[src/rtl/sram_req_arbiter.sv]
// sram_req_arbiter: shares one SRAM-like memory port between instruction fetch
// and data masters, routing in-order responses back to the issuing master.
//
// Ports:
//   clk, reset            clock, asynchronous active-high reset
//   inst_sram_*           fetch master (read-only): req/size/addr in,
//                         addr_ok/data_ok/rdata out
//   data_sram_*           load/store master: req/wr/size/wstrb/addr/wdata in,
//                         addr_ok/data_ok/rdata out
//   mem_*                 downstream port: req/wr/size/wstrb/addr/wdata out,
//                         addr_ok/data_ok/rdata in
//
// Data requests win by default; after STARVE_LIMIT consecutive data wins over
// a waiting fetch, the fetch is granted. Each accepted request pushes a 1-bit
// ID (0=inst, 1=data) into an in-order FIFO that steers the matching response.

module sram_req_arbiter #(
    parameter int OUTSTANDING  = 4,
    parameter int STARVE_LIMIT = 3
) (
    input  logic        clk,
    input  logic        reset,

    input  logic        inst_sram_req,
    input  logic [1:0]  inst_sram_size,
    input  logic [31:0] inst_sram_addr,
    output logic        inst_sram_addr_ok,
    output logic        inst_sram_data_ok,
    output logic [31:0] inst_sram_rdata,

    input  logic        data_sram_req,
    input  logic        data_sram_wr,
    input  logic [1:0]  data_sram_size,
    input  logic [3:0]  data_sram_wstrb,
    input  logic [31:0] data_sram_addr,
    input  logic [31:0] data_sram_wdata,
    output logic        data_sram_addr_ok,
    output logic        data_sram_data_ok,
    output logic [31:0] data_sram_rdata,

    output logic        mem_req,
    output logic        mem_wr,
    output logic [1:0]  mem_size,
    output logic [3:0]  mem_wstrb,
    output logic [31:0] mem_addr,
    output logic [31:0] mem_wdata,
    input  logic        mem_addr_ok,
    input  logic        mem_data_ok,
    input  logic [31:0] mem_rdata
);

    localparam int PW = $clog2(OUTSTANDING);
    localparam logic [PW:0] FULL_CNT   = (PW + 1)'(OUTSTANDING);
    localparam logic [3:0]  STARVE_MAX = 4'(STARVE_LIMIT);

    typedef enum logic [1:0] {
        GNT_NONE,
        GNT_INST,
        GNT_DATA
    } grant_t;

    grant_t grant;

    logic [OUTSTANDING-1:0] id_fifo;
    logic [PW-1:0]          wr_ptr;
    logic [PW-1:0]          rd_ptr;
    logic [PW:0]            count;
    logic [3:0]             starve_cnt;

    logic full;
    logic push;
    logic pop;
    logic head;

    // Full blocks the grant even when a pop lands in the same cycle, so the
    // next request after a full FIFO is granted one cycle after the first pop.
    assign full = (count == FULL_CNT);

    always_comb begin
        grant = GNT_NONE;
        if (reset || full) begin
            grant = GNT_NONE;
        end else if (inst_sram_req && data_sram_req) begin
            grant = (starve_cnt == STARVE_MAX) ? GNT_INST : GNT_DATA;
        end else if (data_sram_req) begin
            grant = GNT_DATA;
        end else if (inst_sram_req) begin
            grant = GNT_INST;
        end
    end

    always_comb begin
        mem_req   = 1'b0;
        mem_wr    = 1'b0;
        mem_size  = 2'd0;
        mem_wstrb = 4'd0;
        mem_addr  = 32'd0;
        mem_wdata = 32'd0;
        unique case (grant)
            GNT_INST: begin
                mem_req  = 1'b1;
                mem_size = inst_sram_size;
                mem_addr = inst_sram_addr;
            end
            GNT_DATA: begin
                mem_req   = 1'b1;
                mem_wr    = data_sram_wr;
                mem_size  = data_sram_size;
                mem_wstrb = data_sram_wstrb;
                mem_addr  = data_sram_addr;
                mem_wdata = data_sram_wdata;
            end
            default: begin
                mem_req = 1'b0;
            end
        endcase
    end

    assign inst_sram_addr_ok = mem_addr_ok && (grant == GNT_INST);
    assign data_sram_addr_ok = mem_addr_ok && (grant == GNT_DATA);

    assign push = mem_req && mem_addr_ok;
    // A response with nothing outstanding is a protocol error and is ignored.
    assign pop  = mem_data_ok && (count != '0);
    assign head = id_fifo[rd_ptr];

    assign inst_sram_data_ok = pop && !head;
    assign data_sram_data_ok = pop && head;
    assign inst_sram_rdata   = mem_rdata;
    assign data_sram_rdata   = mem_rdata;

    always_ff @(posedge clk or posedge reset) begin
        if (reset) begin
            id_fifo <= '0;
            wr_ptr  <= '0;
            rd_ptr  <= '0;
            count   <= '0;
        end else begin
            if (push) begin
                id_fifo[wr_ptr] <= (grant == GNT_DATA);
                wr_ptr          <= wr_ptr + 1'b1;
            end
            if (pop) begin
                rd_ptr <= rd_ptr + 1'b1;
            end
            unique case ({push, pop})
                2'b10:   count <= count + 1'b1;
                2'b01:   count <= count - 1'b1;
                default: count <= count;
            endcase
        end
    end

    // Counts data wins while a fetch is waiting; saturates at the limit.
    always_ff @(posedge clk or posedge reset) begin
        if (reset) begin
            starve_cnt <= 4'd0;
        end else if (!inst_sram_req) begin
            starve_cnt <= 4'd0;
        end else if (push && grant == GNT_INST) begin
            starve_cnt <= 4'd0;
        end else if (push && grant == GNT_DATA && starve_cnt != STARVE_MAX) begin
            starve_cnt <= starve_cnt + 4'd1;
        end
    end

endmodule

[config.mk]
export PLATFORM = sky130hd
export DESIGN_NAME = sram_req_arbiter
export DESIGN_NICKNAME = d
export VERILOG_FILES = /design/src/rtl/sram_req_arbiter.sv
export SDC_FILE = /design/constraint.sdc
export NUM_CORES = 1
export LEC_CHECK = 0
export CAP_MARGIN = 20
export CELL_PAD_IN_SITES_DETAIL_PLACEMENT = 1
export CELL_PAD_IN_SITES_GLOBAL_PLACEMENT = 2
export CORE_AREA = 2 2 109 111
export DETAILED_ROUTE_END_ITERATION = 10
export DIE_AREA = 0 0 111 113
export DONT_BUFFER_PORTS = 1
export GPL_ROUTABILITY_DRIVEN = 0
export HOLD_SLACK_MARGIN = 0.12
export MAX_ROUTING_LAYER = met4
export PLACE_DENSITY = 0.6
export SYNTH_ARGS = -nofsm -noshare
export SYNTH_HDL_FRONTEND = slang
export SYNTH_SLANG_ARGS = --single-unit
[constraint.sdc]
create_clock -name clk -period 6.05 [get_ports clk]
set_input_delay 0.3025 -clock clk [delete_from_list [all_inputs] [get_ports clk]]
set_output_delay 0.3025 -clock clk [all_outputs]
set_load 0.01 [all_outputs]
# Word level (Yosys, flattened, before mapping)
# Cells that the tools add are included.
# word_totals
inputBits,143
ff_bits,15
# classes
n_addsub,5
mux,20
n_reduce_logical,16
magnitude_cmp,3
n_eq_ne,8
# ops
op,n
32-bit case mux with 2 select lines,1
32-bit 2-to-1 mux,1
4-bit 2-to-1 mux,4
1-bit logical AND,11
2-bit 2-to-1 mux,4
2-bit by 3-bit < comparator with 1-bit output (second input constant),2
3-bit case mux with 2 select lines,1
1-bit 2-to-1 mux,5
2-bit by 1-bit adder with 2-bit output (second input constant),2
4-bit by 1-bit adder with 4-bit output (second input constant),1
4-bit bitwise mux,1
2-bit by 1-bit equality test with 1-bit output (second input constant),2
2-bit equality test (second input constant),2
4-bit by 2-bit equality test with 1-bit output (second input constant),1
4-bit by 2-bit inequality test with 1-bit output (second input constant),1
2-bit case mux with 2 select lines,1
3-bit by 1-bit adder with 3-bit output (second input constant),1
3-bit equality test (second input constant),1
3-bit by 1-bit inequality test with 1-bit output (second input constant),1
3-bit nonzero test,1
3-bit by 1-bit subtractor with 3-bit output (second input constant),1
1-bit binary-select mux with 2-bit select,1
1-bit demux with 2-bit select,1
2-bit by 1-bit greater-or-equal comparator with 1-bit output (second input constant),1
4 further kinds,4

# Depth between registers and ports, before layout
# depth
word_depth,13
ltp_mapped,15
ltp_nobuf,13

# Least setup slack after synthesis
# Ideal clock, no wire load.
# synth_timing
kind,reg2reg
startpoint,register starve_cnt[0]
endpoint,register count[2]
period_less_slack_ns,2.661
path_stages_with_launch,16
t_required_ns,5.971
setup_ns,0.079
setup_slack_ns,3.389
t_arrival_ns,2.581
cell_sequence,dfrtp_1 -> ha_1 -> or3b_1 -> nand2_1 -> and3_1 -> ha_1 -> buf_6 -> nor2b_4 -> buf_6 -> inv_4 -> ha_1 -> inv_1 -> fa_1 -> xor2_1 -> nor2_1 -> xor2_1
# synth_between
elab_chain_len,10
word_cells_on_any_way,13
classes_between,5 x eq/ne; 5 x mux; 3 x reduce/logical
# synth_lines
element,line_no,source
start: declaration,68,logic [3:0] starve_cnt;
start signal: assignment,163,starve_cnt <= starve_cnt + 4'd1;
4-bit by 2-bit equality test with 1-bit output (*),84,grant = (starve_cnt == STARVE_MAX) ? GNT_INST : GNT_DATA;
2-bit 2-to-1 mux (*),84,
2-bit 2-to-1 mux (*),83,end else if (inst_sram_req && data_sram_req) begin
2-bit 2-to-1 mux (*),81,if (reset || full) begin
2-bit by 1-bit equality test with 1-bit output / 2-bit equality test (equally long branches),99,unique case (grant)
2-bit OR reduction (no source line) (*),n/a,
1-bit 2-to-1 mux (*),99,
1-bit logical AND (*),122,assign push = mem_req && mem_addr_ok;
2-bit by 1-bit equality test with 1-bit output / 2-bit equality test (equally long branches),146,"unique case ({push, pop})"
3-bit case mux with 2 select lines / 2-bit nonzero test (equally long branches),n/a,
end signal: assignment,147,2'b10: count <= count + 1'b1;
end signal: assignment,148,2'b01: count <= count - 1'b1;
end signal: assignment,149,default: count <= count;
end: declaration,67,logic [PW:0] count;
# Mark *: on every way between the ends. The rest lies on a longest branch, timed or not.
# A chain may end at the register's enable or synchronous reset.

# Worst setup path in the final report
# Ends and elaborated chain as after synthesis.

==> impl_results.md <==
- Routed vias/inst: around 4.4
- Die ar.: about 13,000 um2
- Mapped Area: around 2100 um2
- Share of cells above drive strength 1: 0.0808
- Area Growth Syn to Fin: -12.0%
- Required time of the critical path: approximately 6.2 ns
- Std-Cell Rows: 39
- Total gr overflow: 0
- Critical Path End Type: flip-flop
- Initial Util: 0.186
- CTS tree: done
- Syn Nets: 424
- Num ports: approximately 280
- First-pass GRT wire length: around 8.4 mm
- Bufs on Longest Clock Path: 2
- H-tree depth: 1
- Num CTS Buffers: 3
- Most used DFF post-synth: dfrtp_1
- Filler Cells Inserted: ~1,400
- Setup crit start: starve_cnt[0]
- Via count: ~1,500
- VDD IR-drop max: between 0.15 and 0.2 mV
- Synth cell types: 31
- Hold Path Class: in -> reg
- R2R Path Start: starve_cnt[0]
- Placed cell areas: roughly 1700 um2
- Reg area: about 380 um2
- Routed Antenna Nets: 0
- R2R setup slack: 3.09 ns
- Final Hold Vio Count: 0
- Worst Hold Depth: 2
- Max-cap violations: 0
- Worst-Skew Late Latency: ~0.25 ns
- Setup crit start kind: flip-flop
- Final net count: around 350
- Initial antenna violation count: 0
- Die Span Y: approximately 110 um
- Post-route cell area: approximately 1800 um2
- Depth of the most critical reg-to-reg path: 13
- Pre-Repair DR Iteration Count: 4
- Reg2reg end: count[2]
- Clock net sink count: 15
- Worst hold path startpoint: mem_data_ok
- Async set or reset register ratio after synthesis: 1.00
- Final HPWL DP: ~4.7 mm
- Worst path arrival time: 3.13 ns
- Synth Instances: ~270
- Fin util: 0.163
- Fmax: about 0.34 GHz
- Worst slew pin tran: ~0.64 ns
- #FFs+latches synth: 15
- Syn avg cell area: 7.69 um2
- Final min period: between 2 and 3 ns
- GR Util All Layers: 0.0850
- Final period util: 0.490
- Seq/Total Area, Yosys: 0.179
- Routed WL: between 5 and 6 mm
- Pwr/cell area: 302 nW/um2
- Area of the multi-input gates: about 1100 um2
- Clk pin slew, worst setup/hold paths: 0.05 ns
- N_diodes: 0
- EDFF count, synth: 0
- Worst path max stage delay: about 0.40 ns
- Largest fanout on the critical path: 10
- Unrepaired setup endpoints after global routing: no
- Status: finished clean
- Leakage: roughly 0.73 nW
- Slowest stage cell, crit path: or3b_1
- Largest net degree at the start of global routing: 80
- Worst Hold End: rd_ptr[0]
- TNS Setup: 0 ns
- Port Buffer Count: 0
- Post-route DRC: 0
- Die X-Extent: approximately 110 um
- Slew Viols, Final: 0
- Postcts setup bufs: 0
- Vias in the first global route: between 1,500 and 2,000
- Critical path class: reg -> reg
- Core area: approximately 11,000 um2
- Syn. warnings: 0
- CP Cell Sequence: ha_1 -> or3b_1 -> nand2_1 -> and3_1 -> ha_1 -> nor2b_4 -> inv_4 -> ha_1 -> inv_1 -> fa_1 -> xor2_1 -> nor2_1 -> xor2_1
- Root Driver: clkbuf_16
- WL/cell: 17.2 um
- Setup violations, final: 0
- Critical Path Most Common Cell: ha_1
- Layout Skew: between 0.003 and 0.004 ns
- Max-slew headroom: 0.576
- DR iter-0 viols: between 60 and 70
[cells in the final DEF, fill, tap and decap left out, types with 2 or more instances in the layout]
cell       instances
nand3_1            4
nor2_1            37
dfrtp_1           15
buf_16             2
clkbuf_16          3
xor2_1             2
and3_1             2
ha_1               7
xnor2_1            4
mux2i_1            4
inv_1              9
nand2_1           12
o21ai_0            2
and2_1            38
a22oi_1           34
mux2_2             4
nand4_1            2
nand2b_1           2
[state kept, by name (all words and copies together), names as in the netlist]
register    count
wr_ptr          2
rd_ptr          2
starve_cnt      4
count           3
id_fifo         4
[cells in the mapped netlist, types with 2 or more instances]
| cell type | n | share of area |
|---|---|---|
| a22oi_1 | 34 | 0.12 |
| and2_1 | 38 | 0.11 |
| and3_1 | 2 | 0.0060 |
| buf_4 | 64 | 0.23 |
| buf_6 | 2 | 0.011 |
| clkbuf_1 | 14 | 0.025 |
| clkbuf_8 | 2 | 0.013 |
| dfrtp_1 | 15 | 0.18 |
| ha_1 | 8 | 0.048 |
| inv_1 | 9 | 0.016 |
| mux2_2 | 4 | 0.022 |
| mux2i_1 | 4 | 0.019 |
| nand2_1 | 12 | 0.022 |
| nand2b_1 | 2 | 0.0060 |
| nand3_1 | 4 | 0.0096 |
| nand4_1 | 2 | 0.0060 |
| nor2_1 | 37 | 0.066 |
| o21ai_0 | 2 | 0.0048 |
| xnor2_1 | 4 | 0.017 |
| xor2_1 | 2 | 0.0084 |
[worst max-delay path, delay by kind of cell, from the launching register on]
kind	cells	cell delay (ns)
adders and majority gates	4	1.12
and+or+nand+nor	5	0.91
DFF	1	0.39
xor gates and xnor gates	2	0.31
buffers and inverters	2	0.13
[layer usage]
layer / vias to the layer above / global-route usage / wire length (um)
met5: - / - / 0
met3: 15 / 0.0246 / 458
li1: 683 / - / -
met4: 0 / 0.0283 / 117
met1: 704 / 0.0937 / 2180
met2: 89 / 0.148 / 3100
[cells by family after synthesis]
| group | Yosys count | synth area share |
|---|---|---|
| compound gates | 40 | 0.142 |
| flops | 15 | 0.179 |
| fa+ha+maj | 9 | 0.0574 |
| simple gates | 101 | 0.246 |
| mux | 9 | 0.0514 |
| xor+xnor | 6 | 0.0251 |
| buf+inv | 92 | 0.298 |
[report_power, final]
part / internal (mW) / total [mW] / switching [mW]
sequential: 0.139 / 0.168 / 0.0291
combinational: 0.108 / 0.259 / 0.151
clock: 0.0893 / 0.130 / 0.0412
total: 0.336 / 0.557 / 0.221
[area by class of cell]
| cell class | count | share of cell area |
|---|---|---|
| repair buffers | 4 | 0.0394 |
| flip-flops and latches | 15 | 0.204 |
| well taps | 143 | 0.0971 |
| inverters | 10 | 0.0217 |
| multi-input cells | 165 | 0.595 |
| clock buffers | 4 | 0.0428 |
[metrics by stage]
stage                     setup slack, ns  power (mW)  hold slack [ns]  cells
after global routing                 2.88       0.602            0.315    341
after CTS                            2.30       0.552            0.297    339
after global placement               2.54       0.409            0.299    334
after detailed placement             2.31       0.416            0.301    334
final                                3.09       0.557            0.294    341
after floorplan                      3.39       0.417            0.204    272
[how the worst max path moves through the flow]
stage	endpoint	slack, ns	cells after the start
after floorplan	count[2]	3.39	15
after global placement	count[2]	2.54	13
after detailed placement	count[2]	2.31	13
after CTS	count[2]	2.30	13
after global routing	count[2]	2.88	13
final	count[2]	3.09	13
[what timing repair did]
item,in CTS,in global routing
hold buffers,1,0
endpoints found under the hold margin,15,0
resized for setup,0,0
(Power assumes the default switching activity.)
